===== src/rtl/hazard_ctrl.sv =====
// Pipeline hazard controller: resolves branch flushes, load-use bubbles and
// multi-cycle mult/div stalls, and keeps a saturating stall-cycle counter.
module hazard_ctrl #(
  parameter int unsigned MD_CYCLES = 4
) (
  input  logic        clk,
  input  logic        rst,
  input  logic        load_use,
  input  logic        branch_taken,
  input  logic        md_start,
  output logic        pc_write,
  output logic        ifid_write,
  output logic        idex_write,
  output logic        ifid_flush,
  output logic        idex_flush,
  output logic        exmem_bubble,
  output logic        stall,
  output logic        md_busy,
  output logic        md_done,
  output logic [15:0] stall_count,
  output logic        protocol_err
);

  typedef enum logic {RUN, MD_WAIT} state_t;

  // The accepting cycle counts as the first EX cycle, and the done cycle as the last.
  localparam logic [7:0] MD_RELOAD = 8'(MD_CYCLES - 2);

  state_t      state_q, state_d;
  logic [7:0]  cnt_q, cnt_d;
  logic [15:0] stall_count_q;
  logic        protocol_err_q, protocol_err_d;

  always_comb begin
    pc_write       = 1'b1;
    ifid_write     = 1'b1;
    idex_write     = 1'b1;
    ifid_flush     = 1'b0;
    idex_flush     = 1'b0;
    exmem_bubble   = 1'b0;
    stall          = 1'b0;
    md_busy        = 1'b0;
    md_done        = 1'b0;
    state_d        = state_q;
    cnt_d          = cnt_q;
    protocol_err_d = protocol_err_q;

    if (rst) begin
      pc_write       = 1'b0;
      ifid_write     = 1'b0;
      idex_write     = 1'b0;
      ifid_flush     = 1'b1;
      idex_flush     = 1'b1;
      state_d        = RUN;
      cnt_d          = 8'd0;
      protocol_err_d = 1'b0;
    end else begin
      case (state_q)
        RUN: begin
          if (branch_taken) begin
            ifid_flush = 1'b1;
            idex_flush = 1'b1;
            stall      = 1'b1;
            if (md_start) protocol_err_d = 1'b1;
          end else if (md_start) begin
            pc_write     = 1'b0;
            ifid_write   = 1'b0;
            idex_write   = 1'b0;
            exmem_bubble = 1'b1;
            md_busy      = 1'b1;
            stall        = 1'b1;
            state_d      = MD_WAIT;
            cnt_d        = MD_RELOAD;
          end else if (load_use) begin
            pc_write   = 1'b0;
            ifid_write = 1'b0;
            idex_flush = 1'b1;
            stall      = 1'b1;
          end
        end
        MD_WAIT: begin
          // All hazard inputs are ignored until the mult/div completes.
          if (cnt_q != 8'd0) begin
            pc_write     = 1'b0;
            ifid_write   = 1'b0;
            idex_write   = 1'b0;
            exmem_bubble = 1'b1;
            md_busy      = 1'b1;
            stall        = 1'b1;
            cnt_d        = cnt_q - 8'd1;
          end else begin
            md_done = 1'b1;
            state_d = RUN;
          end
        end
        default: state_d = RUN;
      endcase
    end
  end

  always_ff @(posedge clk) begin
    if (rst) begin
      state_q        <= RUN;
      cnt_q          <= 8'd0;
      protocol_err_q <= 1'b0;
      stall_count_q  <= 16'd0;
    end else begin
      state_q        <= state_d;
      cnt_q          <= cnt_d;
      protocol_err_q <= protocol_err_d;
      if (stall && (stall_count_q != 16'hFFFF))
        stall_count_q <= stall_count_q + 16'd1;
    end
  end

  // Masked so the reported values read zero for the whole reset period.
  assign stall_count  = rst ? 16'd0 : stall_count_q;
  assign protocol_err = protocol_err_q & ~rst;

endmodule


===== config.mk =====
export PLATFORM = sky130hd
export DESIGN_NAME = hazard_ctrl
export DESIGN_NICKNAME = d
export VERILOG_FILES = /design/src/rtl/hazard_ctrl.sv
export SDC_FILE = /design/constraint.sdc
export NUM_CORES = 1
export LEC_CHECK = 0
export CAP_MARGIN = 20
export CORE_MARGIN = 2
export CORE_UTILIZATION = 30
export DETAILED_ROUTE_END_ITERATION = 12
export DONT_BUFFER_PORTS = 1
export SLEW_MARGIN = 20
export SYNTH_ARGS = -nofsm -noshare
export SYNTH_HDL_FRONTEND = slang
export SYNTH_SLANG_ARGS = --single-unit

===== constraint.sdc =====
create_clock -name clk -period 2.02 [get_ports clk]
set_input_delay 0.101 -clock clk [delete_from_list [all_inputs] [get_ports clk]]
set_output_delay 0.101 -clock clk [all_outputs]
set_load 0.05 [all_outputs]

Word-level counts from Yosys, hierarchy flattened
Cells that the tools add are included.
{ "word_totals": {"regBits": 26, "input_bits": 5, "word_cells": 51} }
{ "classes": {"bitwise": 3, "mux": 34, "add_sub_neg": 2, "n_reduce_logical": 4, "n_eq_ne": 4} }
{ "ops": {"columns": ["cell", "count"], "rows": [
  ["2-to-1 mux 1 bit", 25],
  ["2-to-1 mux 8 bit", 3],
  ["adder 16 x 1 -> 16 bit (second input constant)", 1],
  ["2-to-1 mux 16 bit", 1],
  ["inequality test 16 bit (second input constant)", 1],
  ["one-hot mux 8 bit (2 select lines)", 1],
  ["one-hot mux 1 bit (2 select lines)", 4],
  ["nonzero test 8 bit", 1],
  ["subtractor 8 x 1 -> 8 bit (second input constant)", 1],
  ["AND reduction 3 bit", 2],
  ["inequality test 2 bit (second input constant)", 2],
  ["inequality test 2 x 1 -> 1 bit (second input constant)", 1],
  ["NOT 1 bit", 2],
  ["AND 1 bit", 1],
  ["logical AND 1 bit", 1]
]} }

Depth between registers and ports, before layout
Gate-level depths: netlist (run 1).
{ "logic_depth": {"depth_word": 6, "mapped_depth": 8} }

Worst setup path after synthesis (run 1)
Ideal clock, no wire load.
{ "synth_path": {"path_type": "register to output", "startpoint": "register cnt_q[2]", "endpoint": "output md_done", "t_arrival_ns": 2.643, "path_slack_ns": -0.724, "required_ns": 1.919, "stages_incl_launch_ff": 5, "path_cell_list": "dfxtp_1 or4_1 buf_2 nor2_1 nor4bb_1"} }
{ "synth_via": {"elab_chain_len": 4} }
{ "synth_lines": {"columns": ["element", "line_no", "text"], "rows": [
  ["from (decl)", "30", "logic [7:0] cnt_q, cnt_d;"],
  ["from (signal assigned)", "109", "cnt_q <= cnt_d;"],
  ["nonzero test 8 bit", "83", "if (cnt_q != 8'd0) begin"],
  ["2-to-1 mux 1 bit", "83", null],
  ["2-to-1 mux 1 bit", "58", "case (state_q)"],
  ["2-to-1 mux 1 bit", "48", "if (rst) begin"],
  ["to (decl)", "19", "output logic md_done,"]
]} }
No other way between the ends.

Worst setup path after layout (run 1)
{ "layout_path": {"startpoint": "register cnt_q[3]", "endpoint": "output idex_write"} }
{ "layout_via": {"elab_chain_len": 4} }
{ "layout_lines": {"columns": ["element", "line_no", "text"], "rows": [
  ["nonzero test 8 bit", "83", null],
  ["2-to-1 mux 1 bit", "83", null],
  ["one-hot mux 1 bit (2 select lines)", "58", null],
  ["2-to-1 mux 1 bit", "48", null],
  ["to (decl)", "13", "output logic idex_write,"]
]} }
No other way between the ends.

==> results.txt, run 1 <==
The flow ran to the end, but the final reports show violations. The checks that failed: setup timing. During placement, the flow inserted port buffers numbering 0. At the pin with the least slew margin, the transition time is between 0.6 and 0.7 ns.

The kind of cell with the highest combined delay along the critical path is simple AND/OR/NAND/NOR gates. The CTS root buffer is sky130_fd_sc_hd__clkbuf_8. The number of levels in the clock H-tree is 1. After global routing the overflow that remains totals 0.

The congestion estimate from routability-driven global placement came to around 0.81. Counting flops with an async set or reset pin after synthesis yields a share of 0. TritonCTS built the clock tree. The filler cells instantiated in the layout total around 520. After synthesis the netlist holds a flip-flop and latch count of 26.

The post-detailed-route DRC marker count came out at 0. The die span in x is between 70 and 80 µm. The initial utilization of the core area, before any placement, comes to 0.306. By area the synthesized netlist is led by sky130_fd_sc_hd__dfxtp_1 34%, sky130_fd_sc_hd__mux2_2 7.3%, sky130_fd_sc_hd__nor2b_1 6.5%, sky130_fd_sc_hd__nor2_1 3.9%, sky130_fd_sc_hd__nand2_1 3.7%. Of the synthesized area, sequential elements account for 0.338. The worst hold slack across all endpoints is approximately 0.017 ns. VDD sags by at most 0.279 mV. The number of sinks handled by clock tree synthesis came out at 26. The overall track demand over capacity in global routing is 0.136. The path class of the tightest hold or removal check is in -> reg. STA puts the critical path data arrival time at between 1.5 and 2 ns.

The die is roughly 76 µm tall. The clock-pin slew on the worst setup and hold paths came out at about 0.090 ns. The worst-case headroom to the max-slew limit came out at 0.539. The post-route minimum period came out at between 2 and 2.5 ns. Of the cells placed in the final design, the portion with a size suffix greater than 1 is 0.304. The gate count of the mapped netlist is roughly 190. The detailed-router iteration count before antenna repair came out at 4. Ranked by instance count, the synthesized netlist is headed by 26 x sky130_fd_sc_hd__dfxtp_1, 16 x sky130_fd_sc_hd__nor2_1, 16 x sky130_fd_sc_hd__nor2b_1.

The number of top-level pins came out at 31. The largest total area in the synthesized netlist belongs to sky130_fd_sc_hd__dfxtp_1. In this run the remaining antenna-violating nets after routing total 0. The worst setup path is captured at an output pin. Yosys mapped a number of flops with a built-in enable equal to 0. The number of distinct standard cells referenced by the synthesized netlist came out at 36.

The area of the core came out at between 5000 and 6000 µm². The first global-routing pass estimated 6090 µm of wire. The power density over the cells is 624 nW/µm². Among all stages on the critical path, the largest delay is contributed by sky130_fd_sc_hd__or4_4.

The highest cell delay on the worst timing path is about 0.58 ns. The latest clock arrival within the worst-skew pair came out at about 0.27 ns. The largest buffer count on any clock path came out at 2. The commonest register cell after synthesis is sky130_fd_sc_hd__dfxtp_1. The slack of the critical path came out at -0.0123 ns. The number of antenna violations at the first check in global routing came out at 0. The share of the synthesized area in the top cell type came out at 0.338.

The number of nets in the layout is approximately 230. The mean area per synthesized cell is 8.20 µm². The synthesized net count is 196. The first-iteration detailed-routing DRC count came out at 106.

The total die area is between 5000 and 6000 µm². The area growth from synthesis to layout came out at 31.3%. Dividing the final minimum period by the clock period gives 1.01. Across the routed clock network, the largest skew measured is ~0.0053 ns. The number of buffers created by CTS is 3. The worst endpoint required time came out at around 1.9 ns. The static leakage is between 0.0007 and 0.0008 µW. Setup repair after global routing could not meet its margin everywhere.

The count of warnings emitted by yosys is 0. Yosys instantiated no cell more often than sky130_fd_sc_hd__dfxtp_1. The worst setup path is launched from a flop. The final-report hold violation count came out at 0. The total number of placement rows is 26. The count of final setup violators is 1. The total wirelength of the detailed-routed design is just under 4000 µm. The via count came out at ~1500.

The final count of pins violating max slew is 0. The achievable clock frequency is slightly below 0.5 GHz. The setup slack at placement is between 0.07 and 0.08 ns. Across the run, the number of max-cap violations was 0. The critical path in this run is classified as reg -> out. The count of antenna diodes in the layout is 0.

The maximum number of pins on one net before global-route repair came out at 42. Using the TritonRoute via totals, the vias-per-cell ratio works out to between 5 and 6. Of all nets on the critical path, the largest fanout is 5. The sum of buffers and inverters on the critical path is 1. The routed wirelength normalized by instance count came out at about 14 µm.

The total half-perimeter wirelength after legalization and detailed placement came out at 2660 µm. The number of global-route vias before repair is about 1300. The critical path goes through or4_4 -> o31a_1 -> nor3_4 -> buf_12. The cell area that synthesis handed to floorplanning was around 1500 µm².
cells in the final DEF, fill, tap and decap left out, types with 2 or more instances in the layout:
master                          instances
sky130_fd_sc_hd__nor2_1                16
sky130_fd_sc_hd__mux2_2                 9
sky130_fd_sc_hd__o41ai_1                3
sky130_fd_sc_hd__dfxtp_2                3
sky130_fd_sc_hd__o21ai_0                5
sky130_fd_sc_hd__buf_12                 2
sky130_fd_sc_hd__ha_1                   2
sky130_fd_sc_hd__buf_6                  3
sky130_fd_sc_hd__o31ai_1                4
sky130_fd_sc_hd__nand4_1                5
sky130_fd_sc_hd__nor4_1                 5
sky130_fd_sc_hd__nand2_1               15
sky130_fd_sc_hd__a21oi_1                6
sky130_fd_sc_hd__nor4b_1                2
sky130_fd_sc_hd__nand3_1                4
sky130_fd_sc_hd__inv_2                  2
sky130_fd_sc_hd__inv_1                  4
sky130_fd_sc_hd__dfxtp_1               23
sky130_fd_sc_hd__buf_4                 31
sky130_fd_sc_hd__dlygate4sd3_1          2
sky130_fd_sc_hd__or3_1                  7
sky130_fd_sc_hd__or4_1                  3
sky130_fd_sc_hd__nor2b_1               16
sky130_fd_sc_hd__clkbuf_8               3
sky130_fd_sc_hd__nor3_1                10
sky130_fd_sc_hd__and4_1                 3
sky130_fd_sc_hd__mux2i_1                5
sky130_fd_sc_hd__nand2b_1               2
state kept, by name, summed over array words and instances, names as in the netlist:
register and cells:
state_q 1, stall_count_q 16, cnt_q 8, protocol_err_q 1
stage by stage:
step	cells	setup TNS [ns]	cell area [µm²]	utilization	power (µW)
CTS	286	-0.0826	1990	0.395	1250
detailed placement	279	0	1910	0.379	927
finish	287	-0.0123	2020	0.401	1260
global route	287	-0.285	2020	0.401	1330
floorplan	188	-0.0802	1620	-	868
global placement	279	0	1910	0.379	924
power breakdown:
part / internal, µW / leakage (µW) / total [µW] / switching, µW
combinational: 168 / 0.000556 / 398 / 230
sequential: 542 / 0.000212 / 565 / 23.0
clock: 134 / 0.0000216 / 299 / 165
cells by family (layout without fill, tap and decap cells):
logic type | count (synthesis) | after routing | synth area share
fa+ha+maj | 3 | 3 | 0.0244
simple gates | 96 | 96 | 0.344
flops | 26 | 26 | 0.338
buf+inv | 19 | 48 | 0.0552
compound gates | 29 | 29 | 0.133
mux | 15 | 15 | 0.106
final cells by class:
cell class | count | area, µm² | share of cell area
Clock buffer | 3 | 41.3 | 0.0204
Inverter | 7 | 30.0 | 0.0148
Multi-Input combinational cell | 143 | 1010 | 0.501
Sequential cell | 26 | 524 | 0.259
Tap cell | 70 | 87.6 | 0.0433
Timing Repair Buffer | 38 | 327 | 0.161
path summary, 6_finish.rpt:
kind	start	to	slack, ns	cells past startpoint
max	cnt_q[3]	idex_write	-0.01	4
min	rst	stall_count_q[4]	0.02	3
max reg2reg	cnt_q[3]	cnt_q[7]	0.09	5
min reg2reg	cnt_q[5]	cnt_q[5]	0.48	2
routing by layer:
layer  GRT usage  up-vias  routed length (µm)
li1            -      757                   -
met1       0.190      672                1850
met2       0.208       39                1780
met3      0.0225       11                 156
met4      0.0565        0                 123
met5           0        -                   0
worst reg2reg max path, cell delays in order, from the launching register on:
cell and delay [ns]:
sky130_fd_sc_hd__dfxtp_2 0.33, sky130_fd_sc_hd__or4_4 0.58, sky130_fd_sc_hd__o31a_1 0.37, sky130_fd_sc_hd__buf_4 0.18, sky130_fd_sc_hd__o211ai_1 0.21, sky130_fd_sc_hd__mux2i_1 0.19
what timing repair did:
item / 4_1_cts / 5_1_grt
endpoints found under the hold margin: 6 / 6
pin swaps: 3 / 3
resized for setup: 1 / 5
hold buffers: 1 / 1
setup endpoints to repair: 7 / 14
buffers inserted: 3 / 0
No activity file was read; power rests on OpenSTA's default activity.
==> inputs of run 2 (changes only) <==
--- a/config.mk
+++ b/config.mk
@@ -14,3 +14,4 @@
 export SYNTH_ARGS = -nofsm -noshare
 export SYNTH_HDL_FRONTEND = slang
 export SYNTH_SLANG_ARGS = --single-unit
+export TNS_END_PERCENT = 5
==> results.txt, run 2 (synthesis results as in run 1) <==
The die covers around 5700 µm². The latest clock arrival within the worst-skew pair came out at 0.28 ns. TritonCTS built the clock tree. The post-route minimum period is 2.05 ns. The register with the most flip-flops in the layout has 16 of them. The worst hold slack across all endpoints came out at around 0.013 ns. Walking the worst path, the cells encountered are or4_4 -> buf_6 -> o31a_1 -> nor3_2 -> buf_6.

No sink is reached through more buffers than the 2 on the longest clock path. In this run the number of H-tree levels came out at 1. The global route total overflow is 0. The largest registers in the layout are stall_count_q x16, cnt_q x8. The count of nets left with antenna violations once routing finished came out at 0. The worst hold path belongs to the class in -> reg. The final count of pins violating max slew came out at 0. Power comes to around 1400 µW.

The number of antenna violations at the first check in global routing was 0. The root buffer cell chosen for the clock tree is sky130_fd_sc_hd__clkbuf_8. In this run the worst setup path begins at cnt_q[3]. The data arrival time of the critical path came out at just under 2 ns. From synthesis to final layout, the design area changed by 36.4%. The worst-case headroom to the max-slew limit came out at 0.628. The final estimated routing congestion in global placement is approximately 0.82. The ratio of routed vias to standard cells is roughly 5.1. Across every metal layer, demand over resource in global routing totals 0.141. In this run the tool buffered the top-level ports with 0 buffer cells. The sum of buffers and inverters on the critical path is 2.

The starting density of the core came out at 0.306. The peak supply drop is 0.281 mV. The library cells used most frequently in the layout, excluding fill and tap cells, are 32 x sky130_fd_sc_hd__buf_4, 22 x sky130_fd_sc_hd__dfxtp_1, 16 x sky130_fd_sc_hd__nor2b_1. In this run the critical register-to-register path is launched from cnt_q[0]. The number of max-cap violations came out at 0. The post-detailed-route DRC marker count came out at 0. The die is 75.7 µm wide. The type of origin of the critical path is a flop. The total half-perimeter wirelength after legalization and detailed placement came out at 2750 µm. The worst setup path is captured at an output pin. The most common cell after layout, fill and taps aside is sky130_fd_sc_hd__buf_4.

The routed wirelength normalized by instance count came out at about 13 µm. The largest fanout of any net on the critical path is 4. In this design, the largest share of critical-path delay is due to simple AND/OR/NAND/NOR gates. The worst clock skew is around 0.0099 ns. The detailed-router iteration count before antenna repair came out at 4. For the worst flop-to-flop path, the logic depth is 7. The maximum number of pins on one net before global-route repair is 36. The number of nets in the layout came out at 230.

The portion of the clock cycle consumed by the worst path in the final layout is 1.01. The analysis attributes to cell leakage a power of about 0.0008 µW. Setup repair after global routing could not meet its margin everywhere.

The ratio of cells with drive above 1 in the final layout is 0.326. The first-iteration detailed-routing DRC count came out at 75. The worst endpoint required time came out at between 1.5 and 2 ns. The core region is between 5000 and 6000 µm². The run finished, with violations left. The number of sinks handled by clock tree synthesis came out at 26. The final reports fail on setup timing. Timing would allow up to 0.488 GHz. Setup violations remaining at the end of the flow were counted as 1.

The worst register-to-register path ends at stall_count_q[2]. The number of global-route vias before repair is roughly 1400. The transition time of the tightest slew-check pin came out at 0.544 ns. By instance count, the cell type seen most on the critical path is sky130_fd_sc_hd__buf_6. The register-to-register setup slack came out at roughly 0.06 ns. From bottom edge to top edge, the die measures 75.7 µm. The global-route wire length before repair is approximately 6000 µm. The power density over the cells came out at 689 nW/µm². The count of antenna diodes in the layout came out at 0.

The number of buffers created by CTS is 3. Counting flops per register, the top entry is stall_count_q. The slowest stage of the critical path belongs to the cell sky130_fd_sc_hd__or4_4. The final-report hold violation count came to 0. The clock-pin slew on the worst setup and hold paths is 0.09 ns. For this run, the slowest stage of the critical path takes 0.57 ns. The initialized floorplan defines 26 standard-cell rows.

Pin placement for this block handled 31 I/O pins. Following the worst setup path forward leads to its endpoint at idex_write. The cell count along the critical path is 5. The total wirelength of the detailed-routed design is 3920 µm. Setup slack on the critical path of the routed design comes to -0.0289 ns.

The via count came out at between 1000 and 1500. The setup path with the least slack is of type reg -> out.
[run 2: where the power goes]
| group | switching [µW] | internal [µW] | leakage [µW] |
|---|---|---|---|
| Clock | 174 | 265 | 0.0000357 |
| Combinational | 243 | 204 | 0.000571 |
| Sequential | 20.8 | 542 | 0.000213 |
| Total | 437 | 1010 | 0.000820 |
[run 2: stage by stage]
stage / worst slack, ns / cell area (µm²) / instances / utilization / TNS (ns)
finish: -0.0289 / 2100 / 291 / 0.417 / -0.0289
CTS: -0.0445 / 2080 / 291 / 0.413 / -0.0758
floorplan: -0.141 / 1580 / 188 / - / -0.414
detailed placement: -0.0171 / 1950 / 285 / 0.386 / -0.0338
global route: -0.104 / 2100 / 291 / 0.417 / -0.281
global placement: 0.0138 / 1950 / 285 / 0.386 / 0
[run 2: how the worst min path moves through the flow]
stage	from	to	depth (start not counted)
3_3_place_gp	rst	stall_count_q[0]	1
4_1_cts	rst	cnt_q[3]	2
6_report	rst	cnt_q[3]	2
2_1_floorplan	rst	cnt_q[2]	3
5_1_grt	rst	cnt_q[3]	2
3_5_place_dp	rst	stall_count_q[0]	1
[run 2: per-layer routing]
layer	up-vias	wire [µm]	GRT usage
met2	29	1850	0.231
li1	757	-	-
met3	4	124	0.0225
met4	0	61	0.0624
met1	692	1890	0.182
met5	-	0	0
[run 2: layout make-up]
class,count,area [µm²]
clock buffers,3,41.3
clock inverters,1,30.0
fillers,515,2940
inverters,7,30.0
multi-input cells,143,1010
flip-flops and latches,26,526
well taps,70,87.6
repair buffers,41,375
[run 2: repair_timing]
item                                    4_1_cts  5_1_grt
cloned                                        0        0
hold buffers                                  1        0
resized for setup                            12        6
pin swaps                                     5        2
buffers inserted                              1        0
endpoints found under the setup margin       18       16
hold endpoints to repair                      7        0
==> inputs of run 3 (changes only) <==
--- a/config.mk
+++ b/config.mk
@@ -6,6 +6,7 @@
 export NUM_CORES = 1
 export LEC_CHECK = 0
 export CAP_MARGIN = 20
+export CORE_ASPECT_RATIO = 1.4
 export CORE_MARGIN = 2
 export CORE_UTILIZATION = 30
 export DETAILED_ROUTE_END_ITERATION = 12
==> results.txt, run 3 (synthesis results as in run 1) <==
For this block, the routed nets add up to 3820 µm of wire. The worst hold slack across all endpoints is about 0.02 ns. The number of routed nets with antenna violations is 0.

Setup total negative slack on the finished layout was measured at -0.0184 ns. The flow ran to the end, but the final reports show violations. The number of top-level pins came out at 31. The largest registers in the layout are stall_count_q x16, cnt_q x8.

The final reports fail on setup timing. Setup violations remaining at the end of the flow were counted as 1. TritonCTS built the clock tree. The library cell used most frequently in the layout, excluding fill and tap cells, is sky130_fd_sc_hd__buf_4. The final estimated routing congestion in global placement came out at 0.785. The number of buffers created by CTS is 3. The die extent in y came out at 88.8 µm. The share of total power dissipated in sequential elements is 0.437. The final count of pins violating max slew came out at 0.

The combinational share of power is 0.341. Summed over all cells, the static leakage comes to about 0.00082 µW. The portion of the clock cycle consumed by the worst path in the final layout is 1.01. The ratio of routed vias to standard cells came out at ~5.2.

The worst setup path is captured at an output pin. The part of the power in the clock network came out at 0.222. The cell sitting at the root of the clock tree is a sky130_fd_sc_hd__clkbuf_8.

The internal power came out at slightly below 900 µW. Of the total power, the share spent switching nets is 0.319. The slack of the critical path is -0.0184 ns. The worst hold path belongs to the class in -> reg.

The power density over the cells is between 600 and 700 nW/µm². Of the cells placed in the final design, the portion with a size suffix greater than 1 is 0.336. In the final design database the tool counted roughly 230 nets. The number of levels in the clock H-tree is 1. After floorplanning, the core was divided into 30 placement rows. The die covers about 5700 µm². The final-report hold violation count is 0. The top cell types in the final layout, fill and taps aside, are 38 x sky130_fd_sc_hd__buf_4, 22 x sky130_fd_sc_hd__dfxtp_1, 16 x sky130_fd_sc_hd__nor2b_1. The cell count after placement is roughly 280. The global-route wire length before repair is ~6000 µm. The number of sinks handled by clock tree synthesis came out at 26. The number of antenna violations at the first check in global routing is 0. Compared with the post-synthesis result, the final layout area differs by 34.7%. The number of fill cells came out at about 510.

The transition time of the tightest slew-check pin came out at around 0.6 ns. The switching power of the nets came out at 411 µW. The post-route minimum period is about 2 ns. At the worst endpoint, the required time is about 1.9 ns. The routed wirelength normalized by instance count is 13.3 µm. The largest buffer count on any clock path came out at 2.

Entering global routing, the biggest net connects 37 pins. Input and output buffers added on the ports amount to 0. The achievable clock frequency came out at roughly 0.49 GHz.

For this block, the via count after detailed routing is between 1500 and 2000. The global route total overflow came out at 0. The tool flagged a number of max-cap violations equal to 0. The peak supply drop is roughly 0.31 mV. After layout, the design draws a total of ~1300 µW.

The detailed-router iteration count before antenna repair is 4. The count of cells in the finished layout, fillers not included, comes to between 200 and 300. The critical path is of the reg -> out type. Between clock sinks in the finished design, the worst skew comes to between 0.005 and 0.006 ns. The largest fanout of any net on the critical path came out at 5. For this run, the total global-route usage over all layers was measured as 0.133. The count of antenna diodes in the layout came out at 0.

Setup repair after global routing could not meet its margin everywhere. The data arrival time of the critical path is 1.94 ns. In this run the horizontal extent of the chip is ~65 µm. The worst-case headroom to the max-slew limit came out at 0.585. The area of the core is around 5000 µm². The number of global-route vias before repair is around 1400. The post-detailed-route DRC marker count came out at 0. The detailed router finished its first iteration with 82 violations. The starting density of the core came out at 0.313. The register with the most flip-flops in the final layout is stall_count_q. The later pin in the worst-skew pair is clocked with a latency of approximately 0.26 ns. The total half-perimeter wirelength after legalization and detailed placement is ~2700 µm.

The number of flip-flops under the largest register name came out at 16. The worst setup path is launched from a flop. The clock-pin slew on the worst setup and hold paths came out at roughly 0.09 ns.
==> run 3: critical path, stage by stage, from the launching register on <==
cell                      delay, ns
sky130_fd_sc_hd__dfxtp_2       0.33
sky130_fd_sc_hd__or4_4         0.57
sky130_fd_sc_hd__o31a_1        0.37
sky130_fd_sc_hd__nor3_2        0.22
sky130_fd_sc_hd__buf_6         0.18
==> run 3: path summary, 6_finish.rpt <==
kind	slack, ns	cells after the start	end	from
worst max-delay path	-0.02	4	idex_write	cnt_q[5]
worst min-delay path	0.02	2	cnt_q[7]	rst
worst max register to register	0.02	6	cnt_q[5]	cnt_q[5]
worst min register to register	0.49	2	cnt_q[7]	cnt_q[7]
==> run 3: power by group through the flow <==
stage,logic [µW],registers [µW],clock network (µW)
2_1_floorplan,270,570,0
3_3_place_gp,363,570,0
3_5_place_dp,366,571,0
4_1_cts,390,559,292
5_1_grt,474,567,313
6_report,439,563,285
==> run 3: cell type report <==
type	count	area, µm²	share of cell area
clock buffer	3	41.3	0.0199
tap	64	80.1	0.0386
sequential	26	526	0.253
inverter	7	30.0	0.0145
multi-input combinational	143	1020	0.490
timing repair buffer	44	382	0.184
==> run 3: metrics by stage <==
stage | setup slack, ns | utilization | cell area, µm²
floorplan | -0.141 | - | 1580
global placement | 0.0556 | 0.387 | 1900
detailed placement | 0.00699 | 0.387 | 1900
CTS | -0.0131 | 0.404 | 1990
global route | -0.0743 | 0.422 | 2080
finish | -0.0184 | 0.422 | 2080
==> run 3: what timing repair did <==
action / 4_1_cts / 5_1_grt
setup buffers: 2 / 5
resized for setup: 3 / 16
setup endpoints to repair: 6 / 19
pin swaps: 3 / 4
hold buffers: 1 / 0
endpoints found under the hold margin: 6 / 0
==> run 3: per-layer routing <==
metal | global-route usage | vias up | part of all wire | wire [µm]
li1 | - | 765 | - | -
met1 | 0.156 | 714 | 0.44 | 1700
met2 | 0.253 | 23 | 0.53 | 2010
met3 | 0.0165 | 2 | 0.025 | 96
met4 | 0.0348 | 0 | 0.0058 | 22
met5 | 0 | - | 0 | 0
